### src/rtl/vm_pkg.sv
// Shared definitions for the vending machine change path: coin values,
// product prices, legal change amounts and dispenser state encoding.
package vm_pkg;
  localparam logic [4:0] COIN5  = 5'd5;
  localparam logic [4:0] COIN10 = 5'd10;

  localparam logic [4:0] PRICE_A = 5'd15;
  localparam logic [4:0] PRICE_B = 5'd20;
  localparam logic [4:0] PRICE_C = 5'd25;

  typedef enum logic [2:0] {
    ST_IDLE,
    ST_PLAN,
    ST_FIRE10,
    ST_WAIT10,
    ST_FIRE5,
    ST_WAIT5,
    ST_DONE
  } disp_state_t;

  function automatic logic legal_change(input logic [4:0] amt);
    return amt inside {5'd0, 5'd5, 5'd10, 5'd15, 5'd20};
  endfunction
endpackage

### src/rtl/vm_hopper_if.sv
// One coin hopper handshake: fire pulse, ack wait and jam timeout.
module vm_hopper_if #(
  parameter int ACK_TIMEOUT = 15
) (
  input  logic clk,
  input  logic reset_n,
  input  logic arm,
  input  logic waiting,
  input  logic ack,
  output logic fire,
  output logic acked,
  output logic timeout
);
  localparam int CNT_W = $clog2(ACK_TIMEOUT + 1);

  logic [CNT_W-1:0] cnt;

  always_ff @(posedge clk or negedge reset_n) begin
    if (!reset_n)               cnt <= '0;
    else if (arm)               cnt <= '0;
    else if (waiting && !ack)   cnt <= cnt + CNT_W'(1);
  end

  assign fire    = arm;
  assign acked   = waiting && ack;
  // the last waited cycle without ack declares the hopper jammed
  assign timeout = waiting && !ack && (cnt == CNT_W'(ACK_TIMEOUT - 1));
endmodule

### src/rtl/vm_change_dispenser.sv
// Change dispenser: greedy 10-then-5 payout over two hoppers with
// saturating inventories, jam detection and shortfall reporting.
module vm_change_dispenser
  import vm_pkg::*;
#(
  parameter int INV_W       = 8,
  parameter int INV10_INIT  = 20,
  parameter int INV5_INIT   = 20,
  parameter int ACK_TIMEOUT = 15
) (
  input  logic             clk,
  input  logic             reset_n,
  input  logic             req_valid,
  input  logic [4:0]       req_amount,
  output logic             req_ready,
  output logic             hop10_fire,
  input  logic             hop10_ack,
  output logic             hop5_fire,
  input  logic             hop5_ack,
  input  logic             refill_en,
  input  logic [INV_W-1:0] refill10,
  input  logic [INV_W-1:0] refill5,
  output logic             busy,
  output logic             done,
  output logic [4:0]       paid_out,
  output logic             short,
  output logic             fault,
  output logic [INV_W-1:0] inv10,
  output logic [INV_W-1:0] inv5
);
  disp_state_t state, state_nx;
  logic [4:0]  remaining, paid;
  logic        illegal;
  logic        got10, to10, got5, to5;

  vm_hopper_if #(.ACK_TIMEOUT(ACK_TIMEOUT)) u_hop10 (
    .clk(clk), .reset_n(reset_n),
    .arm(state == ST_FIRE10), .waiting(state == ST_WAIT10), .ack(hop10_ack),
    .fire(hop10_fire), .acked(got10), .timeout(to10)
  );

  vm_hopper_if #(.ACK_TIMEOUT(ACK_TIMEOUT)) u_hop5 (
    .clk(clk), .reset_n(reset_n),
    .arm(state == ST_FIRE5), .waiting(state == ST_WAIT5), .ack(hop5_ack),
    .fire(hop5_fire), .acked(got5), .timeout(to5)
  );

  always_ff @(posedge clk or negedge reset_n) begin
    if (!reset_n) state <= ST_IDLE;
    else          state <= state_nx;
  end

  always_comb begin
    state_nx = state;
    case (state)
      ST_IDLE:   if (req_valid) state_nx = ST_PLAN;
      ST_PLAN: begin
        if (remaining >= COIN10 && inv10 != '0)     state_nx = ST_FIRE10;
        else if (remaining >= COIN5 && inv5 != '0) state_nx = ST_FIRE5;
        else                                        state_nx = ST_DONE;
      end
      ST_FIRE10: state_nx = ST_WAIT10;
      ST_WAIT10: if (got10 || to10) state_nx = ST_PLAN;
      ST_FIRE5:  state_nx = ST_WAIT5;
      ST_WAIT5:  if (got5 || to5) state_nx = ST_PLAN;
      ST_DONE:   state_nx = ST_IDLE;
      default:   state_nx = ST_IDLE;
    endcase
  end

  // illegal amounts still pass through PLAN with nothing to pay, so every
  // request has the same minimum two-cycle turnaround
  always_ff @(posedge clk or negedge reset_n) begin
    if (!reset_n) begin
      remaining <= '0;
      paid      <= '0;
      illegal   <= 1'b0;
      paid_out  <= '0;
      short     <= 1'b0;
    end else begin
      case (state)
        ST_IDLE: if (req_valid) begin
          remaining <= legal_change(req_amount) ? req_amount : 5'd0;
          illegal   <= !legal_change(req_amount);
          paid      <= '0;
        end
        ST_PLAN: if (state_nx == ST_DONE) begin
          paid_out <= paid;
          short    <= illegal || (remaining != '0);
        end
        ST_WAIT10: if (got10) begin
          remaining <= remaining - COIN10;
          paid      <= paid + COIN10;
        end
        ST_WAIT5: if (got5) begin
          remaining <= remaining - COIN5;
          paid      <= paid + COIN5;
        end
        default: ;
      endcase
    end
  end

  function automatic logic [INV_W-1:0] inv_next(
    input logic [INV_W-1:0] cur,
    input logic             dec,
    input logic             jam,
    input logic             add_en,
    input logic [INV_W-1:0] add
  );
    logic [INV_W-1:0] base;
    logic [INV_W:0]   sum;
    base = jam ? '0 : (dec && cur != '0) ? cur - INV_W'(1) : cur;
    sum  = {1'b0, base} + {1'b0, (add_en ? add : {INV_W{1'b0}})};
    return sum[INV_W] ? {INV_W{1'b1}} : sum[INV_W-1:0];
  endfunction

  always_ff @(posedge clk or negedge reset_n) begin
    if (!reset_n) begin
      inv10 <= INV_W'(INV10_INIT);
      inv5  <= INV_W'(INV5_INIT);
      fault <= 1'b0;
    end else begin
      inv10 <= inv_next(inv10, got10, to10, refill_en, refill10);
      inv5  <= inv_next(inv5, got5, to5, refill_en, refill5);
      if (to10 || to5)    fault <= 1'b1;
      else if (refill_en) fault <= 1'b0;
    end
  end

  assign req_ready = (state == ST_IDLE);
  assign busy      = (state != ST_IDLE);
  assign done      = (state == ST_DONE);
endmodule
### config.mk
export PLATFORM = sky130hd
export DESIGN_NAME = vm_change_dispenser
export DESIGN_NICKNAME = d
export VERILOG_FILES = /design/src/rtl/vm_pkg.sv /design/src/rtl/vm_hopper_if.sv /design/src/rtl/vm_change_dispenser.sv
export SDC_FILE = /design/constraint.sdc
export NUM_CORES = 1
export LEC_CHECK = 0
export CAP_MARGIN = 20
export CORE_UTILIZATION = 31
export DETAILED_ROUTE_END_ITERATION = 8
export SKIP_LAST_GASP = 1
export SLEW_MARGIN = 40
export SYNTH_ARGS = -nofsm -noshare
export SYNTH_HDL_FRONTEND = slang
export SYNTH_HIERARCHICAL = 1
export SYNTH_SLANG_ARGS = --single-unit
### constraint.sdc
create_clock -name clk -period 4.26 [get_ports clk]
set_clock_uncertainty 0.15 [all_clocks]
set_input_delay 0.639 -clock clk [delete_from_list [all_inputs] [get_ports clk]]
set_output_delay 0.639 -clock clk [all_outputs]
set_load 0.005 [all_outputs]
; After elaboration in Yosys (flattened, before gate mapping)
; Index checks and enable logic that the tools add are counted.
[word_totals]
register_bits = 45
[classes]
addsub = 10
n_lt_le_gt_ge = 2
n_eq_ne = 16
muxes = 29
reduce_logical = 31
[ops]
columns = operator, n
row1 = $mux 8, 8
row2 = $mux 5, 7
row3 = $pmux 5 s3, 2
row4 = $add 8x8->9, 2
row5 = $pmux 3 s6, 1
row6 = $mux 4, 4
row7 = $reduce_bool 8->1, 2
row8 = $sub 8x1->8 const B, 2
row9 = $eq 3x3->1 const B, 4
row10 = $mux 3, 4
row11 = $eq 5x4->1 const B, 2
row12 = $logic_and 1x1->1, 10
row13 = $reduce_bool 5->1, 2
row14 = $add 4x1->4 const B, 2
row15 = $eq 4x4->1 const B, 2
row16 = $eq 3x2->1 const B, 2
row17 = $ne 2x2->1 const B, 3
row18 = $reduce_bool 2->1, 3
row19 = $reduce_bool 3->1, 2
row20 = $add 5x3->5 const B, 1
row21 = $add 5x4->5 const B, 1
row22 = $eq 5x3->1 const B, 1
row23 = $eq 5x5->1 const B, 1
row24 = $ge 5x3->1 const B, 1
row25 = other kinds (12), 19

; Depth between registers and ports, before layout
; Gate-level depths: netlist of run 1.
[depth]
ltp_word = 8
mapped_depth = 16
depth_no_buf = 15

; Hierarchy
; Netlist of run 1, hierarchy kept.
[by_module_without_submodules]
columns = module, instances, cells_per_inst, area_each_um2, seq_area_each_um2
row1 = vm_change_dispenser, 1, 349, 3030.4, 930.9
row2 = vm_hopper_if, 2, 23, 252.7, 100.1

; Worst setup path after synthesis of run 1
; OpenSTA, ideal clock, no wires.
[synth_path]
kind = reg-to-reg
startpoint = reg state[2]
endpoint = reg inv5[3]
setup_time_ns = 0.144
arrival_time_ns = 3.522
t_required_ns = 3.966
slack_ns = 0.444
path_stages_with_launch = 16
path_buffers = 2
period_less_slack_ns = 3.816
cell_sequence = dfrtp_1 buf_2 nor2b_1 nand2_1 inv_1 nor2b_4 and4_1 clkbuf_1 nor2_1 ha_1 fa_1 a211oi_1 nor2_1 o41a_1 a21oi_1 o21ai_0
[synth_between]
word_cells_on_any_way = 9
[synth_lines]
columns = item, line_no
row1 = "start, declared", vm_change_dispenser.sv:31  ; disp_state_t state, state_nx;
row2 = "start signal, assigned", vm_change_dispenser.sv:50  ; else state <= state_nx;
row3 = $eq 3x3->1, vm_change_dispenser.sv:44  ; .arm(state == ST_FIRE5), .waiting(state == ST_WAIT5), .ack(hop5_ack),
row4 = $logic_and 1x1->1 (2 in a row), vm_hopper_if.sv:27  ; assign timeout = waiting && !ack && (cnt == CNT_W'(ACK_TIMEOUT - 1));
row5 = net to5, vm_change_dispenser.sv:34  ; logic got10, to10, got5, to5;
row6 = $mux 8, vm_change_dispenser.sv:113  ; base = jam ? '0 : (dec && cur != '0) ? cur - INV_W'(1) : cur;
row7 = $add 8x8->9, vm_change_dispenser.sv:114  ; sum = {1'b0, base} + {1'b0, (add_en ? add : {INV_W{1'b0}})};
row8 = $mux 8, vm_change_dispenser.sv:115  ; return sum[INV_W] ? {INV_W{1'b1}} : sum[INV_W-1:0];
row9 = "end signal, assigned", vm_change_dispenser.sv:121  ; inv5 <= INV_W'(INV5_INIT);
row10 = "end signal, assigned", vm_change_dispenser.sv:125  ; inv5 <= inv_next(inv5, got5, to5, refill_en, refill5);
row11 = "end, declared", vm_change_dispenser.sv:29  ; output logic [INV_W-1:0] inv5
; The timed path passes the listed nets, and every way through them passes these cells.
; A chain may end at the register's enable or synchronous reset.

; Worst setup path after layout of run 1
[layout_path]
startpoint = reg state[1]
endpoint = reg inv10[3]
[layout_between]
word_cells_on_any_way = 9
[layout_lines]
columns = item, line_no
row1 = $eq 3x2->1, vm_change_dispenser.sv:38  ; .arm(state == ST_FIRE10), .waiting(state == ST_WAIT10), .ack(hop10_ack),
row2 = $logic_and 1x1->1 (2 in a row), vm_hopper_if.sv:27
row3 = net to10, vm_change_dispenser.sv:34
row4 = $mux 8, vm_change_dispenser.sv:113
row5 = $add 8x8->9, vm_change_dispenser.sv:114
row6 = $mux 8, vm_change_dispenser.sv:115
row7 = "end signal, assigned", vm_change_dispenser.sv:120  ; inv10 <= INV_W'(INV10_INIT);
row8 = "end signal, assigned", vm_change_dispenser.sv:124  ; inv10 <= inv_next(inv10, got10, to10, refill_en, refill10);
row9 = "end, declared", vm_change_dispenser.sv:28  ; output logic [INV_W-1:0] inv10,
; The timed path passes the listed nets, and every way through them passes these cells.

==> results.yml, run 1 <==
clock_tree:
  cts_hold_buf: 0
  htreeDepth: 2
  path_clk_slew_ps: 60
  clock_sinks: 45
  worstSkewPairLatency_ps: 290
  numCtsBuffers: 5
  cts-root-buf: "clkbuf_16"
  cts_tree: "built"
  cts_buffer_depth: 2
  post_cts_resized: 0
  post_cts_buffers: 0
synth:
  syn-instance-count: 395
  synthArstFlopShare: 1.00
  yosysTopAreaCellShare: 0.290
  ys_seq_elements: 45
  synth.most_common_cell: "nor2_1"
  synth_seq_area_share: 0.320
  synth_area_mm2: 0.00354
  synth_top_flop_cell: "dfrtp_1"
  syn_nets: 458
  yosys.area.top_type: "dfrtp_1"
  ys_top_cells_by_count: "nor2_1, dfrtp_1, ha_1, nand2_1"
  synthTopCellsByArea: "dfrtp_1, ha_1, nor2_1"
  syn_area_per_cell_um2: 8.95
  synth_edf_count: 0
  yosysUniqueCellTypes: 66
  yosys_warnings: 6
setup_path:
  required_ps: 4260
  path_max_fanout: 11
  max_stage_delay_ps: 500
  reg2reg_from: "state[1]"
  cp_common_cell: "a21oi_1"
  slowest_stage: "dfrtp_1"
  crit_path_start_kind: "flop"
  crit_chain: "nor2b_2 -> nand2_1 -> inv_1 -> buf_4 -> nor2b_4 -> and4_1 -> nor2_1 -> ha_1 -> fa_1 -> a21o_1 -> a21oi_1 -> a21oi_1 -> o31ai_2 -> o21ai_0"
  worstPathArrival_ps: 3790
  crit_path_end_kind: "flop"
  critPathKind: "reg2reg"
  rr_endpoint: "inv10[3]"
  ff2ff_path_depth: 14
  reg2reg_slack_ps: 470
global_routing:
  grt_first_pass_wirelength_um: 13900
  grt_pass1_vias: 2933
  antenna_found_initial: 0
  grt_usage: 0.147
  grt_max_degree: 46
  grt-ovfl-total: 0
layout:
  final_cells: 599
  area_delta_synth_final_pct: 25.4
  design_area_mm2: 0.00443
  post-route-util: 0.404
  nFillCells: 1102
  drive_gt1_frac: 0.105
  antenna_cells: 0
  fin_nets: 521
floorplan:
  core_area_mm2: 0.0110
  die_y_um: 109
  ios: 55
  rows: 38
  start_util: 0.322
  die-area_mm2: 0.0118
  die_w_um: 109
sta:
  post-route-period-util: 0.890
  tns_ps: 0
  grt_setup_unrepaired: "false"
  slew_headroom: 0.522
  report.final.slew_viol_count: 0
  min_period_ps: 3790
  setup_viol: 0
  report.final.hold_viol_count: 0
  fmax_mhz: 264
  worstMarginPinSlew_ps: 718
  fin_ws_ps: 470
placement:
  hpwlAfterDp_um: 6390
  gp_congestion: 0.855
  post_dp_cell_area_mm2: 0.00429
  portBuffers: 54
  dpl_worst_slack_ps: 269
  dp.cells: 591
route:
  wl_um: 8060
  dr.first_iter.drc_count: 122
  firstDrtPassIters: 4
  avgRoutedWirePerCell_um: 13.5
  route.detailed.drc: 0
  avgViaCountPerCell: 5.02
  vias: 3009
  antenna_left: 0
run:
  cap_violations: 0
pwr:
  switching_share: 0.419
  p_leak_uw: 0.00192
  power_frac_clock: 0.145
  ir_drop_v: 0.000224
  p_seq_frac: 0.325
  p_int_uw: 1560
  pwr-share-comb: 0.530
  p_switching_uw: 1130
  p_per_area_mw_per_mm2: 606
status:
  status: "completed"
hold_path:
  hp-class: "in2async"
-- flip-flops by register name, summed over array words and instances (netlist names) --
| signal | count |
|---|---|
| inv10 | 8 |
| inv5 | 8 |
| paid | 5 |
| paid_out | 5 |
| remaining | 5 |
| u_hop10/cnt | 4 |
| u_hop5/cnt | 4 |
| state | 3 |
| fault | 1 |
| illegal | 1 |
| short | 1 |
-- cells in the final DEF, fill, tap and decap left out, types with 3 or more instances in the layout --
| cell | count |
|---|---|
| mux2i_1 | 3 |
| a211oi_1 | 7 |
| a21o_1 | 5 |
| o21ai_0 | 23 |
| o211ai_1 | 4 |
| clkbuf_16 | 5 |
| a31oi_1 | 4 |
| and3_1 | 3 |
| buf_4 | 12 |
| nand2b_1 | 7 |
| o22ai_1 | 3 |
| dfrtp_1 | 41 |
| xnor2_1 | 8 |
| ha_1 | 34 |
| nor4b_1 | 3 |
| dfstp_2 | 4 |
| nor2b_1 | 8 |
| mux2_2 | 6 |
| or2_2 | 3 |
| a21oi_1 | 24 |
| clkdlybuf4s50_1 | 53 |
| xor2_1 | 15 |
| nand3_1 | 12 |
| nor3_1 | 5 |
| inv_1 | 24 |
| nor2_1 | 47 |
| nand3b_1 | 3 |
| nand2_1 | 26 |
| and2_1 | 18 |
-- power groups by stage --
stage / Combinational, µW / Sequential (µW) / Clock [µW]
floorplan: 979 / 809 / 0
global placement: 1410 / 879 / 0
detailed placement: 1430 / 882 / 0
CTS: 1440 / 874 / 403
global route: 1620 / 911 / 422
finish: 1420 / 873 / 390
-- cells by family after synthesis --
| family | synth area share |
|---|---|
| compound gates | 0.179 |
| xor+xnor | 0.0570 |
| fa+ha+maj | 0.132 |
| buf+inv | 0.0379 |
| flops | 0.320 |
| mux | 0.0361 |
| simple gates | 0.239 |
-- worst max-delay path by stage --
stage	slack [ps]	to	startpoint	cells past startpoint
finish	470	inv10[3]	state[1]	14
global route	30	inv10[3]	state[1]	14
global placement	310	inv5[3]	hop5_ack	14
detailed placement	270	inv5[3]	hop5_ack	14
CTS	450	inv10[3]	state[1]	14
floorplan	440	inv5[3]	state[2]	15
-- routing by layer --
layer	vias up	part of all wire	track usage	wire length, µm
met2	56	0.49	0.254	3940
li1	1526	-	-	-
met3	13	0.030	0.0227	242
met4	0	0.017	0.0434	138
met1	1414	0.46	0.189	3740
met5	-	0	0	0
-- cell type report --
cell class	instances	area (µm²)	share of cell area
Tap cell	140	175	0.0395
Timing Repair Buffer	65	621	0.140
Inverter	24	90.1	0.0203
Multi-Input combinational cell	317	2270	0.512
Clock inverter	3	21.3	0.00480
Sequential cell	45	1130	0.255
Clock buffer	5	125	0.0282
-- through the flow --
stage / total power (µW) / hold slack, ps
4_1_cts: 2720 / 236
6_report: 2690 / 204
3_3_place_gp: 2280 / 310
2_1_floorplan: 1790 / 193
5_1_grt: 2950 / 266
3_5_place_dp: 2310 / 311
-- worst max-delay path, delay by kind of cell, from the launching register on --
family	cells	cell delay (ps)
adder cells (fa/ha/maj)	2	620
flip-flops	1	500
buffers and inverters	2	240
AO/OA/AOI/OAI	5	1140
AND/OR/NAND/NOR	5	990
Note: power is estimated with default switching activity, not from simulation.
==> run 2, diff against run 1 <==
--- a/config.mk
+++ b/config.mk
@@ -5,6 +5,7 @@
 export SDC_FILE = /design/constraint.sdc
 export NUM_CORES = 1
 export LEC_CHECK = 0
+export ABC_AREA = 1
 export CAP_MARGIN = 20
 export CORE_UTILIZATION = 31
 export DETAILED_ROUTE_END_ITERATION = 8
==> results.yml, run 2 <==
route:
  vias: 3539
  wl_um: 9110
  antenna_left: 0
  avgRoutedWirePerCell_um: 11.6
  route.detailed.drc: 0
  avgViaCountPerCell: 4.51
  dr.first_iter.drc_count: 159
  firstDrtPassIters: 6
layout:
  nFillCells: 1281
  area_delta_synth_final_pct: 22.9
  layout_common_cells: "nand2_1, inv_1, clkdlybuf4s50_1"
  reg_top3: "inv10 (8), inv5 (8)"
  final_common_cell: "nand2_1"
  fin_nets: 679
  final_cells: 785
  antenna_cells: 0
  drive_gt1_frac: 0.0810
synth:
  muxShareOfSynthArea: 0
  yosys.area.top_type: "dfrtp_1"
  synth.most_common_cell: "nand2_1"
  synth_edf_count: 0
  synthTopCellsByArea: "dfrtp_1, nand2_1, ha_1"
  synth_area_mm2: 0.00389
  ys_top_cells_by_count: "nand2_1, inv_1, nor2_1, nand3_1, dfrtp_1"
  yosysTopAreaCellShare: 0.263
  yosysUniqueCellTypes: 46
  synth-simple-area-share: 0.340
  synthXorXnorAreaFrac: 0.0405
  synthArstFlopShare: 1.00
  yosys.area_share.adder: 0.119
  syn_nets: 624
  ys_seq_elements: 45
  synth_top_flop_cell: "dfrtp_1"
  yosys_warnings: 6
  synth_seq_area_share: 0.290
  syn-instance-count: 561
  synth_compound_area_frac: 0.102
  synth_top_family_by_area: "simple AND/OR/NAND/NOR gates"
  syn_area_per_cell_um2: 6.94
clock_tree:
  post_cts_resized: 0
  path_clk_slew_ps: 70
  cts_tree: "built"
  htreeDepth: 2
  worstSkewPairLatency_ps: 290
  cts_hold_buf: 0
  clock_sinks: 45
  cts-root-buf: "clkbuf_16"
  post_cts_buffers: 0
  numCtsBuffers: 5
  cts_buffer_depth: 2
sta:
  slew_headroom: 0.613
  timing.hold.ws_ps: 206
  fin_ws_ps: 938
  min_period_ps: 3320
  setup_viol: 0
  report.final.slew_viol_count: 0
  post-route-period-util: 0.780
  report.final.hold_viol_count: 0
  worstMarginPinSlew_ps: 580
  fmax_mhz: 301
  grt_setup_unrepaired: "false"
  tns_ps: 0
floorplan:
  ios: 55
  start_util: 0.322
  die-area_mm2: 0.0130
  die_y_um: 114
  die_w_um: 114
  core_area_mm2: 0.0121
  rows: 40
setup_path:
  required_ps: 4260
  path_max_fanout: 12
  crit_path_start_kind: "flop"
  critPathKind: "reg2reg"
  worstPathArrival_ps: 3330
  crit_path_end_kind: "flop"
placement:
  hpwlAfterDp_um: 7310
  portBuffers: 54
  dp.cells: 777
  dpl_worst_slack_ps: 711
  gp_congestion: 0.904
pwr:
  ir_drop_v: 0.000186
  p_per_area_mw_per_mm2: 632
  p_leak_uw: 0.00248
  total_power_uw: 3020
global_routing:
  grt-ovfl-total: 0
  grt_max_degree: 46
  grt_usage: 0.147
  grt_first_pass_wirelength_um: 15300
  grt_pass1_vias: 3405
  antenna_found_initial: 0
status:
  status: "completed"
run:
  cap_violations: 0
hold_path:
  hp-class: "in2async"
-- run 2: worst max-delay path, cell delays in order, from the launching register on --
cell and delay [ps]:
dfrtp_1 560, nand3_4 210, inv_6 170, nand2_1 70, inv_1 70, inv_1 60, nor2_1 110, buf_4 180
inv_1 100, nand2_1 60, a21oi_1 60, ha_1 240, fa_1 430, nand3_1 110, nand3_1 100, nand4_1 80
and3_1 290, o21ai_0 130
-- run 2: cell type report --
class                      instances  area [µm²]  share of cell area
tap                              168         210              0.0439
clock inverter                     2        38.8             0.00810
sequential                        45        1130               0.236
clock buffer                       6         129              0.0269
multi-input combinational        411        2350               0.490
timing repair buffer              58         568               0.119
inverter                          95         364              0.0761
-- run 2: worst paths after layout --
kind / to / slack [ps] / cells after the start / start
worst min register to register: paid_out[0] / 330 / 2 / paid_out[0]
min in group clk: paid_out[0] / 330 / 2 / paid_out[0]
max in group asynchronous: inv5[7] / 3370 / 1 / reset_n
worst max register to register: inv5[5] / 940 / 17 / state[0]
worst min-delay path: paid[1] / 210 / 1 / reset_n
worst max-delay path: inv5[5] / 940 / 17 / state[0]
-- run 2: power breakdown --
part           switching, µW  total [µW]  internal (µW)
registers                216         832            616
logic                   1010        1750            738
clock network            167         445            278
-- run 2: metal layers --
metal / vias up / share of wire / global-route usage
met4: 0 / 0.0083 / 0.0433
met3: 8 / 0.036 / 0.0217
li1: 1883 / - / -
met1: 1581 / 0.46 / 0.184
met5: - / 0 / 0
met2: 67 / 0.49 / 0.262
-- run 2: through the flow --
stage,utilization,area (µm²)
global route,0.395,4790
CTS,0.395,4790
floorplan,-,3890
detailed placement,0.381,4620
global placement,0.381,4620
finish,0.395,4790
-- run 2: cells by family after synthesis --
group,count (synthesis)
xor gates and xnor gates,18
and+or+nand+nor,288
AOI/OAI and AO/OA,69
buffers and inverters,105
adders and majority gates,36
DFF,45
